## config.mk

```make
export PLATFORM = sky130hd
export DESIGN_NAME = vxe_intr_coalesce_unit
export DESIGN_NICKNAME = d
export VERILOG_FILES = /design/src/rtl/vxe_intr_coalesce_unit.sv
export SDC_FILE = /design/constraint.sdc
export NUM_CORES = 1
export LEC_CHECK = 0
export CAP_MARGIN = 20
export CORE_UTILIZATION = 51
export CTS_CLUSTER_SIZE = 16
export DETAILED_ROUTE_END_ITERATION = 16
export GPL_TIMING_DRIVEN = 0
export PLACE_DENSITY = 0.8
export SYNTH_ARGS = -nofsm -noshare
export SYNTH_HDL_FRONTEND = slang
export SYNTH_SLANG_ARGS = --single-unit
```

## constraint.sdc

```tcl
create_clock -name clk -period 3 [get_ports clk]
set_input_delay 0.6 -clock clk [delete_from_list [all_inputs] [get_ports clk]]
set_output_delay 0.6 -clock clk [all_outputs]
set_load 0.02 [all_outputs]
```

## src/rtl/vxe_intr_coalesce_unit.sv

```systemverilog
// vxe_intr_coalesce_unit
//   Interrupt control unit with coalescing. Rising edges on the CU interrupt
//   request lines are latched into raw-pending bits. A per-source mask selects
//   which pending bits are active. The host interrupt line is held back until
//   either enough sources are active or the active set has waited long enough.
//
// Ports
//   clk           clock
//   nrst          asynchronous active-low reset
//   i_cu_busy     CU busy; rising edges seen while high are dropped
//   i_cu_intr     CU interrupt request levels [NR_INT]
//   i_rio_mask    per-source enable, 1 = may raise o_intr [NR_INT]
//   o_rio_raw     raw pending bits, unmasked [NR_INT]
//   o_rio_active  raw & mask, combinational [NR_INT]
//   i_rio_ack_en  acknowledge strobe
//   i_rio_ack     bits to clear when i_rio_ack_en=1 [NR_INT]
//   i_rio_thresh  active-count threshold, 0 behaves as 1 [CNT_W]
//   i_rio_tmo     timeout in cycles, 0 disables the timeout [TMO_W]
//   o_rio_ovf     overflow bits, only with VXE_INTR_OVF_EN defined [NR_INT]
//   o_intr        registered level interrupt to the host
//
// Optional feature macro: VXE_INTR_OVF_EN (overflow tracking per source).

module vxe_intr_coalesce_unit #(
  parameter int NR_INT = 4,
  parameter int CNT_W  = 3,
  parameter int TMO_W  = 16
) (
  input  logic              clk,
  input  logic              nrst,
  input  logic              i_cu_busy,
  input  logic [NR_INT-1:0] i_cu_intr,
  input  logic [NR_INT-1:0] i_rio_mask,
  output logic [NR_INT-1:0] o_rio_raw,
  output logic [NR_INT-1:0] o_rio_active,
  input  logic              i_rio_ack_en,
  input  logic [NR_INT-1:0] i_rio_ack,
  input  logic [CNT_W-1:0]  i_rio_thresh,
  input  logic [TMO_W-1:0]  i_rio_tmo,
`ifdef VXE_INTR_OVF_EN
  output logic [NR_INT-1:0] o_rio_ovf,
`endif
  output logic              o_intr
);

  localparam int POP_W = $clog2(NR_INT) + 1;

  localparam logic [0:0] ST_IDLE     = 1'b0;
  localparam logic [0:0] ST_ASSERTED = 1'b1;

  logic [NR_INT-1:0] raw_q, prev_q;
  logic [NR_INT-1:0] evt, clr, raw_d;
  logic [TMO_W-1:0]  timer_q, timer_d;
  logic [0:0]        state_q, state_d;
  logic [POP_W-1:0]  cnt;
  logic [CNT_W-1:0]  thr;
  logic              any_active, cnt_hit, tmo_hit, fire;

  // A held level never re-triggers because prev_q tracks the input every
  // cycle, even while busy; an edge masked by busy is therefore gone for good.
  assign evt   = i_cu_intr & ~prev_q & {NR_INT{~i_cu_busy}};
  assign clr   = i_rio_ack_en ? i_rio_ack : '0;
  // Event is ORed after the clear so a same-cycle event beats the ack.
  assign raw_d = evt | (raw_q & ~clr);

  assign o_rio_raw    = raw_q;
  assign o_rio_active = raw_q & i_rio_mask;
  assign any_active   = |o_rio_active;

  // NOTE: every signal written in an always_comb gets a default first, so no
  // path through the block can leave it unassigned and infer a latch.
  always_comb begin
    cnt = '0;
    for (int i = 0; i < NR_INT; i++) begin
      cnt = cnt + POP_W'(o_rio_active[i]);
    end
  end

  assign thr     = (i_rio_thresh == '0) ? CNT_W'(1) : i_rio_thresh;
  assign cnt_hit = (32'(cnt) >= 32'(thr));
  assign tmo_hit = (i_rio_tmo != '0) && (timer_q >= (i_rio_tmo - TMO_W'(1)));
  assign fire    = any_active && (cnt_hit || tmo_hit);

  // Timer measures how long the active set has been waiting; it only runs
  // while something is active and the line is still held back.
  always_comb begin
    timer_d = timer_q;
    if (!any_active || o_intr) begin
      timer_d = '0;
    end else if (timer_q != '1) begin
      timer_d = timer_q + TMO_W'(1);
    end
  end

  always_comb begin
    state_d = state_q;
    case (state_q)
      ST_IDLE:     if (fire)        state_d = ST_ASSERTED;
      ST_ASSERTED: if (!any_active) state_d = ST_IDLE;
      default:                      state_d = ST_IDLE;
    endcase
  end

  assign o_intr = (state_q == ST_ASSERTED);

  // NOTE: sequential state uses non-blocking assignments so every register
  // samples the pre-edge values, independent of statement order.
  always_ff @(posedge clk or negedge nrst) begin
    if (!nrst) begin
      raw_q   <= '0;
      prev_q  <= '0;
      timer_q <= '0;
      state_q <= ST_IDLE;
    end else begin
      raw_q   <= raw_d;
      prev_q  <= i_cu_intr;
      timer_q <= timer_d;
      state_q <= state_d;
    end
  end

`ifdef VXE_INTR_OVF_EN
  // Overflow: a second event lands on a bit still pending and not being
  // acked this cycle. An ack of the bit clears it; set has priority.
  logic [NR_INT-1:0] ovf_q, ovf_set;

  assign ovf_set   = evt & raw_q & ~clr;
  assign o_rio_ovf = ovf_q;

  always_ff @(posedge clk or negedge nrst) begin
    if (!nrst) begin
      ovf_q <= '0;
    end else begin
      ovf_q <= ovf_set | (ovf_q & ~clr);
    end
  end
`endif

endmodule

```

==> run_results.csv <==
group,metric,value,unit
critical_path,crit_arrival,3.05,ns
timing,slew_headroom,0.4962,
route,ant_nets,0,
clocking,cts_sinks,25,
global_route,grt_pass1_vias,1786,
global_route,grt_pass1_wl,7935,um
placement,gp_congestion,0.7961,
timing,period_share,0.9662,
global_route,grt_antenna_before_repair,0,
synthesis,synth_nets,289,
synthesis,synthCells,228,
finish,drive_above_1_share,0.1219,
route,routedWlPerCell,14.79,um
route,num_vias,1940,
synthesis,async_flop_share,1.000,
route,dr_wl_met3,323,um
synthesis,synth_area_per_cell,8.983,um2
placement,dp_cells,319,
synthesis,synth_common_cells,"28 x nand2_1, 25 x dfrtp_1, 25 x ha_1",
route,dr.pass1.iters,4,
clocking,path_clk_slew,0.08,ns
route,vias_per_cell,5.933,
finish,area_growth_syn_to_layout,32.19,%
synthesis,synth_seq_area_share,0.3054,
clocking,clockBufferDepth,2,
clocking,hold_buffers,0,
route,met2_length,2388,um
synthesis,synth_area,0.002048,mm2
synthesis,yosysWarnings,0,
finish,final_cells,327,
synthesis,synth_edf_count,0,
power,peakVddDrop,0.2257,mV
synthesis,ys_seq_elements,25,
clocking,insertion_delay,0.27,ns
run,maxCapViolations,0,
critical_path,critPathKind,"in2reg",
die,boundaryPins,44,
global_route,groute.usage.overall,0.2382,
clocking,cts_tree,"yes",
timing,hold_slack,0.5590,ns
critical_path,start_kind,"primary input",
synthesis,synth_top_area_cell,"dfrtp_1",
timing,slew_violations,0,
critical_path,critPathMaxFanout,2,
die,die_h,65.37,um
timing,hold_viol,0,
power,power_density,334.3,mW/mm2
die,dieArea,0.004273,mm2
clocking,htree_levels,1,
global_route,grt_max_degree,26,
route,drt-met1-wl,2099,um
route,finalWirelength,4837,um
timing,fmax,345.0,MHz
finish,nets,341,
critical_path,critPathCaptureType,"flip-flop",
route,drtIter0Drc,74,
power,leakagePower,1.122,nW
hold_path,min_path_type,"reg2reg",
die,die_x,65.37,um
die,coreArea,0.003744,mm2
clocking,cts_root_buf,"clkbuf_8",
timing,setup_viol,0,
synthesis,yosys-top-cells-area,"dfrtp_1 31%, ha_1 15%, nand2_1 5.1%",
outcome,outcome,"completed",
timing,fin_skew,0.003470,ns
clocking,cts_made_buffers,3,
synthesis,synth_top_flop_cell,"dfrtp_1",
placement,port_buffers,43,
timing,worst_pin_slew,0.7557,ns
placement,hpwl,3809,um
route,drc,0,
timing,min_period,2.898,ns
synthesis,synth_top_area_frac,0.3054,
finish,diodes,0,
die,row_count,22,
synthesis,synth_cell_types,46,
die,initial_core_util,0.5471,
global_route,overflow,0,
critical_path,required,3.15,ns
synthesis,yosysMostFrequentCell,"nand2_1",
route,highest_layer,"met4",
-- power breakdown --
group / internal [mW] / switching [mW] / total [mW]
Combinational: 0.154 / 0.160 / 0.313
Sequential: 0.363 / 0.0290 / 0.392
Clock: 0.0941 / 0.106 / 0.200
Total: 0.610 / 0.295 / 0.905
-- state kept, by name (all words and copies together), names as in the netlist --
name	count
o_rio_raw	4
o_intr	1
timer_q	16
prev_q	4
-- cell type report --
| class | instances | area (um2) |
|---|---|---|
| buffer | 1 | 3.754 |
| clock buffer | 3 | 41.29 |
| clock inverter | 1 | 7.507 |
| fill | 299 | 1036 |
| inverter | 12 | 45.04 |
| multi-input combinational | 190 | 1453 |
| sequential | 25 | 625.6 |
| tap | 48 | 60.06 |
| timing repair buffer | 47 | 471.7 |
-- metal layers --
layer  vias up  global-route usage
met5         -                   0
met4         0             0.03804
met3         6             0.04514
met2        60              0.4162
met1       902              0.3081
li1        972                   -
-- cell families (layout without fill, tap and decap cells) --
group / Yosys count / after routing / synth area share
compound gates: 55 / 55 / 0.1875
xor+xnor: 13 / 13 / 0.05559
fa+ha+maj: 26 / 26 / 0.1625
buf+inv: 13 / 64 / 0.02382
flops: 25 / 25 / 0.3054
mux: 2 / 2 / 0.009774
simple gates: 94 / 94 / 0.2553
-- critical path, stage by stage --
cell and delay [ns]:
clkdlybuf4s50_1 0.48, nand2_2 0.08, inv_2 0.07, fa_1 0.41, ha_2 0.18, ha_1 0.29
ha_2 0.20, a211oi_4 0.22, o211ai_1 0.14, a311oi_1 0.26, a21oi_1 0.11
-- worst paths after layout --
path | from | to | slack, ns | cells after the start
setup / recovery | i_rio_mask[1] | o_intr | 0.10 | 11
setup reg to reg | o_rio_raw[0] | o_intr | 0.43 | 10
hold / removal | o_rio_raw[0] | o_rio_raw[0] | 0.56 | 1
min in group asynchronous | nrst | timer_q[7] | 0.68 | 1
max in group asynchronous | nrst | o_intr | 1.82 | 2
hold reg to reg | o_rio_raw[0] | o_rio_raw[0] | 0.56 | 1
-- through the flow --
step	power [mW]	TNS [ns]	utilization	instance area [um2]	setup slack, ns
detailed placement	0.6903	-0.4295	0.6781	2539	-0.4295
global placement	0.6783	-0.3989	0.6781	2539	-0.3989
finish	0.9051	0	0.7233	2708	0.1015
CTS	0.8934	0	0.6975	2611	0.01493
global route	0.9658	-0.01465	0.7233	2708	-0.01465
floorplan	0.5476	0	-	2048	0.2599
-- cell usage in the layout, fill, tap and decap left out, types with 2 or more instances in the layout --
cell             netlist  routed
ha_1                  25      22
nand4_1                4       4
and2_1                 4       3
nand2_1               28      26
and3_1                 2       2
clkdlybuf4s50_1        0      40
inv_1                 12       9
o311ai_0               3       3
o31ai_1                2       2
o21ai_0               12      12
or4_1                  5       4
o21bai_1               2       2
dfrtp_1               25      25
mux2i_1                2       2
a21oi_1               16      16
nand2_2                0       2
nor3_1                 8       7
o211ai_1               2       2
xnor2_1                9       9
nor2_1                12      11
nand3_1                9       9
dlymetal6s2s_1         0       3
inv_2                  0       3
a22o_1                 4       4
clkbuf_8               0       3
a2111o_1               2       2
nor4_2                 1       4
a21boi_0               2       2
xor2_1                 4       4
nor4_1                 5       2
nand2b_1               2       2
buf_4                  0       3
or3_1                  5       5
ha_2                   0       2
-- repair_timing --
action / in CTS / in global routing
setup endpoints to repair: 1 / 1
resized for setup: 4 / 18
pin swaps: 0 / 11
gates cloned: 0 / 0
buffers inserted: 0 / 3
endpoints found under the hold margin: 0 / 0
No activity file was read; power rests on OpenSTA's default activity.
